==> src/rtl/main_cntrl_fsm.sv <==
// main_cntrl_fsm: multicycle MIPS main control FSM (fetch/decode/execute/mem/write-back)
//   in : clk, rst_n (async active-low), opcode[5:0], mem_ready
//   out: pc_write, pc_write_cond, iord, mem_read, mem_write, ir_write, mem_to_reg,
//        reg_dst, reg_write, alu_src_a, alu_src_b[1:0], alu_op[1:0], pc_source[1:0],
//        instr_done, illegal_op, state_id[3:0]
module main_cntrl_fsm (
  input  logic       clk,
  input  logic       rst_n,
  input  logic [5:0] opcode,
  input  logic       mem_ready,
  output logic       pc_write,
  output logic       pc_write_cond,
  output logic       iord,
  output logic       mem_read,
  output logic       mem_write,
  output logic       ir_write,
  output logic       mem_to_reg,
  output logic       reg_dst,
  output logic       reg_write,
  output logic       alu_src_a,
  output logic [1:0] alu_src_b,
  output logic [1:0] alu_op,
  output logic [1:0] pc_source,
  output logic       instr_done,
  output logic       illegal_op,
  output logic [3:0] state_id
);
  localparam logic [5:0] OP_R = 6'b000000, OP_LW = 6'b100011, OP_SW = 6'b101011,
                         OP_BEQ = 6'b000100, OP_ADDI = 6'b001000, OP_J = 6'b000010;
  typedef enum logic [3:0] {
    INIT = 4'd0, FETCH = 4'd1, DECODE = 4'd2, MEM_ADDR = 4'd3, MEM_READ = 4'd4,
    MEM_WB = 4'd5, MEM_WRITE = 4'd6, R_EXEC = 4'd7, R_WB = 4'd8, BRANCH = 4'd9,
    ADDI_EXEC = 4'd10, ADDI_WB = 4'd11, JUMP = 4'd12
  } state_t;
  state_t state, next;
  logic is_mem;
  assign is_mem = (opcode == OP_LW) || (opcode == OP_SW);
  assign state_id = state;
  always_ff @(posedge clk or negedge rst_n)
    if (!rst_n) state <= INIT;
    else state <= next;
  always_comb begin
    next = FETCH;
    pc_write = 1'b0;
    pc_write_cond = 1'b0;
    iord = 1'b0;
    mem_read = 1'b0;
    mem_write = 1'b0;
    ir_write = 1'b0;
    mem_to_reg = 1'b0;
    reg_dst = 1'b0;
    reg_write = 1'b0;
    alu_src_a = 1'b0;
    alu_src_b = 2'b00;
    alu_op = 2'b00;
    pc_source = 2'b00;
    instr_done = 1'b0;
    illegal_op = 1'b0;
    case (state)
      INIT: next = FETCH;
      FETCH: begin
        mem_read = 1'b1;
        alu_src_b = 2'b01;
        ir_write = mem_ready;
        pc_write = mem_ready;
        next = mem_ready ? DECODE : FETCH;
      end
      DECODE: begin
        alu_src_b = 2'b11;
        next = is_mem ? MEM_ADDR :
               opcode == OP_R ? R_EXEC :
               opcode == OP_BEQ ? BRANCH :
               opcode == OP_ADDI ? ADDI_EXEC :
               opcode == OP_J ? JUMP : FETCH;
        illegal_op = !(is_mem || opcode == OP_R || opcode == OP_BEQ ||
                       opcode == OP_ADDI || opcode == OP_J);
      end
      MEM_ADDR: begin
        alu_src_a = 1'b1;
        alu_src_b = 2'b10;
        next = opcode == OP_SW ? MEM_WRITE : MEM_READ;
      end
      MEM_READ: begin
        mem_read = 1'b1;
        iord = 1'b1;
        next = mem_ready ? MEM_WB : MEM_READ;
      end
      MEM_WB: begin
        reg_write = 1'b1;
        mem_to_reg = 1'b1;
        instr_done = 1'b1;
      end
      MEM_WRITE: begin
        mem_write = 1'b1;
        iord = 1'b1;
        instr_done = mem_ready;
        next = mem_ready ? FETCH : MEM_WRITE;
      end
      R_EXEC: begin
        alu_src_a = 1'b1;
        alu_op = 2'b10;
        next = R_WB;
      end
      R_WB: begin
        reg_write = 1'b1;
        reg_dst = 1'b1;
        instr_done = 1'b1;
      end
      BRANCH: begin
        alu_src_a = 1'b1;
        alu_op = 2'b01;
        pc_write_cond = 1'b1;
        pc_source = 2'b01;
        instr_done = 1'b1;
      end
      ADDI_EXEC: begin
        alu_src_a = 1'b1;
        alu_src_b = 2'b10;
        next = ADDI_WB;
      end
      ADDI_WB: begin
        reg_write = 1'b1;
        instr_done = 1'b1;
      end
      JUMP: begin
        pc_write = 1'b1;
        pc_source = 2'b10;
        instr_done = 1'b1;
      end
      default: next = FETCH;
    endcase
  end
endmodule

==> config.mk <==
export PLATFORM = sky130hd
export DESIGN_NAME = main_cntrl_fsm
export DESIGN_NICKNAME = d
export VERILOG_FILES = /design/src/rtl/main_cntrl_fsm.sv
export SDC_FILE = /design/constraint.sdc
export NUM_CORES = 1
export LEC_CHECK = 0
export ABC_AREA = 0
export CORE_UTILIZATION = 34
export CTS_CLUSTER_SIZE = 12
export DETAILED_ROUTE_END_ITERATION = 10
export PLACE_DENSITY = 0.73
export SYNTH_ARGS = -nofsm -noshare
export SYNTH_HDL_FRONTEND = slang
export SYNTH_SLANG_ARGS = --single-unit
==> constraint.sdc <==
create_clock -name clk -period 1.4 [get_ports clk]
set_input_delay 0.14 -clock clk [delete_from_list [all_inputs] [get_ports clk]]
set_output_delay 0.14 -clock clk [all_outputs]
set_load 0.005 [all_outputs]
==> flow_summary_export.csv <==
group,metric,value,unit
hold_path,holdCritPathClass,"input port to async pin",
critical_path,r2r-start,"state_id[1]$_DFF_PN0_",
sta,drv_slew,0,
clock_tree,cts_buffers,3,
status,status,"finished, violations left",
clock_tree,htree_levels,1,
sta,finalWorstSetupSlack,-0.235,ns
sta,max_freq,611,MHz
clock_tree,cts_sinks,4,
placement,dpl_cell_area,1030,sq um
synth,ys_warn_count,0,
placement,port_buffers,30,
critical_path,end_kind,"output port",
floorplanning,ios,31,
critical_path,reg2reg_depth,5,
floorplanning,die_area,1900,sq um
sta,finalSetupViolations,14,
synth,synth_compound_area_frac,0.222,
synth,synth_mux_area_frac,0.0533,
global_route,grt_pass1_wl,4450,microns
synth,synth-adder-area-share,0,
pwr,ir_drop,1.22,mV
synth,synth_area_per_cell,7.72,sq um
finish,final_common_cell,"buf_4",
routing,drt_iter0_drc,45,
finish,area_growth,138,%
synth,synth-seq-cells,4,
synth,yosysSeqAreaShare,0.171,
finish,largest_reg_flops,4,
routing,dr.pass1.iters,7,
routing,viasPerCell,5.85,
critical_path,critical-path-max-stage-delay,0.39,ns
synth,synth_flop_cell,"dfrtp_1",
floorplanning,initial_core_util,0.376,
flow_run,cap_violations,0,
critical_path,startpoint_type,"register",
global_route,grt.total_usage,0.323,
routing,routed_wl,3360,microns
placement,hpwlAfterDp,1510,microns
routing,route.detailed.drc,6,
critical_path,r2r-end,"state_id[0]$_DFF_PN0_",
critical_path,critPathRequiredTime,1.26,ns
finish,drive_gt1_frac,0.662,
synth,synth.net_count,85,
synth,yosysUniqueCellTypes,35,
synth,syn-instance-count,76,
clock_tree,cts.clk_slew.worst_paths,0.04,ns
pwr,p_leak,0.724,nW
finish,diodes,0,
finish,final_nets,165,
critical_path,cp_max_fo,2,
critical_path,crit_type,"register to output port",
sta,finalHoldViolations,0,
synth,async_flop_share,1.00,
clock_tree,clkLatencyLatePin,0.24,ns
synth,synth_top_family_by_area,"simple AND/OR/NAND/NOR gates",
critical_path,rrSetupSlack,-0.13,ns
sta,relSlewSlack,0.829,
critical_path,crit_slowest_cell,"dfrtp_1",
synth,yosys.area_share.simple,0.358,
routing,wl_per_cell,19.8,microns
sta,worst_pin_slew,0.256,ns
clock_tree,postCtsHoldBufs,0,
floorplanning,die_h,43.5,microns
status,violations,"DRC, setup timing",
routing,ant_nets,0,
routing,vias,995,
clock_tree,clockBufferDepth,2,
synth,syn-cell-area,587,sq um
sta,finalClockSkew,0.00386,ns
pwr,power.density,1800,nW/um^2
global_route,grt-ovfl-total,0,
global_route,first_global_vias,914,
sta,layout_min_cycle_time,1.64,ns
floorplanning,core_area,1560,sq um
clock_tree,cts_root_buf,"clkbuf_4",
sta,fin_hold_ws,0.104,ns
synth,synthXorXnorAreaFrac,0.0448,
critical_path,crit_chain,"buf_6 > nand2b_4 > a2111o_1 > nor3b_2 > buf_2",
placement,gp_congestion,0.808,
sta,grt_setup_unrepaired,"true",
finish,layout_common_cells,"29 x buf_4, 26 x buf_6, 17 x buf_2, 5 x dlygate4sd2_1",
global_route,grt_max_degree,7,
global_route,antenna_found_initial,0,
clock_tree,cts_tree,"done",
sta,post-route-period-util,1.17,
finish,fin_area,1400,sq um
floorplanning,die_w,43.5,microns
synth,synth_edf_count,0,
critical_path,arrival,1.50,ns
floorplanning,std_cell_rows,14,
power by group:
part	total, mW	internal [mW]	switching [mW]	leakage (nW)
logic	2.15	1.19	0.962	0.660
clock network	0.155	0.0967	0.0579	0.0138
registers	0.208	0.159	0.0484	0.0497
worst max-delay path by stage:
stage | cells past startpoint | to | startpoint
6_report | 5 | illegal_op | state_id[1]$_DFF_PN0_
5_1_grt | 5 | illegal_op | state_id[1]$_DFF_PN0_
4_1_cts | 5 | illegal_op | state_id[1]$_DFF_PN0_
3_5_place_dp | 5 | illegal_op | opcode[1]
3_3_place_gp | 5 | illegal_op | opcode[1]
2_1_floorplan | 4 | state_id[3]$_DFF_PN0_ | state_id[0]$_DFF_PN0_
critical path: cells and delay by family (launching register included):
kind,cells,cell delay (ns)
flops,1,0.39
compound gates,1,0.33
buf+inv,2,0.27
simple gates,2,0.27
stage by stage:
stage	setup TNS (ns)	instances	total power, mW	worst slack [ns]	utilization
floorplan	0	76	0.865	0.0744	-
global placement	-4.59	139	1.50	-0.588	0.661
detailed placement	-5.11	139	1.54	-0.668	0.661
CTS	-1.19	167	2.25	-0.250	0.837
global route	-2.47	170	2.60	-0.265	0.896
finish	-1.86	170	2.51	-0.235	0.896
cell families after synthesis:
family,count (synthesis)
xor+xnor,3
compound gates,17
mux,3
simple gates,36
flops,4
buf+inv,13
routing by layer:
layer | up-vias | wire [microns] | track usage | part of all wire
met5 | - | 0 | 0 | 0
met1 | 493 | 1250 | 0.381 | 0.37
met2 | 54 | 1700 | 0.612 | 0.51
met3 | 19 | 256 | 0.0417 | 0.076
met4 | 0 | 151 | 0.0688 | 0.045
li1 | 429 | - | - | -
cells in the mapped netlist, types with 2 or more instances:
master    n  area, sq um
nor2_1    8         30.0
nor3_1    5         25.0
buf_6     4         45.0
dfrtp_1   4          100
inv_1     4         15.0
nand2_1   4         15.0
nand2b_1  4         25.0
nor2b_1   4         25.0
nand4_1   3         18.8
o21ai_0   3         15.0
o22ai_1   3         18.8
buf_2     2         10.0
buf_4     2         15.0
mux2i_1   2         20.0
nor3b_1   2         15.0
o211ai_1  2         15.0
xnor2_1   2         17.5
layout make-up:
type	count	area (sq um)
inverter	5	31.3
multi-input combinational	59	515
sequential	4	101
tap	16	20.0
timing repair buffer	83	707
fill	69	161
clock buffer	3	22.5
repair_timing:
item | 4_1_cts | 5_1_grt
gates resized for setup | 122 | 24
pin swaps | 16 | 12
endpoints found under the setup margin | 24 | 23
buffers inserted | 25 | 7
Power figures use the tool's default switching activity.
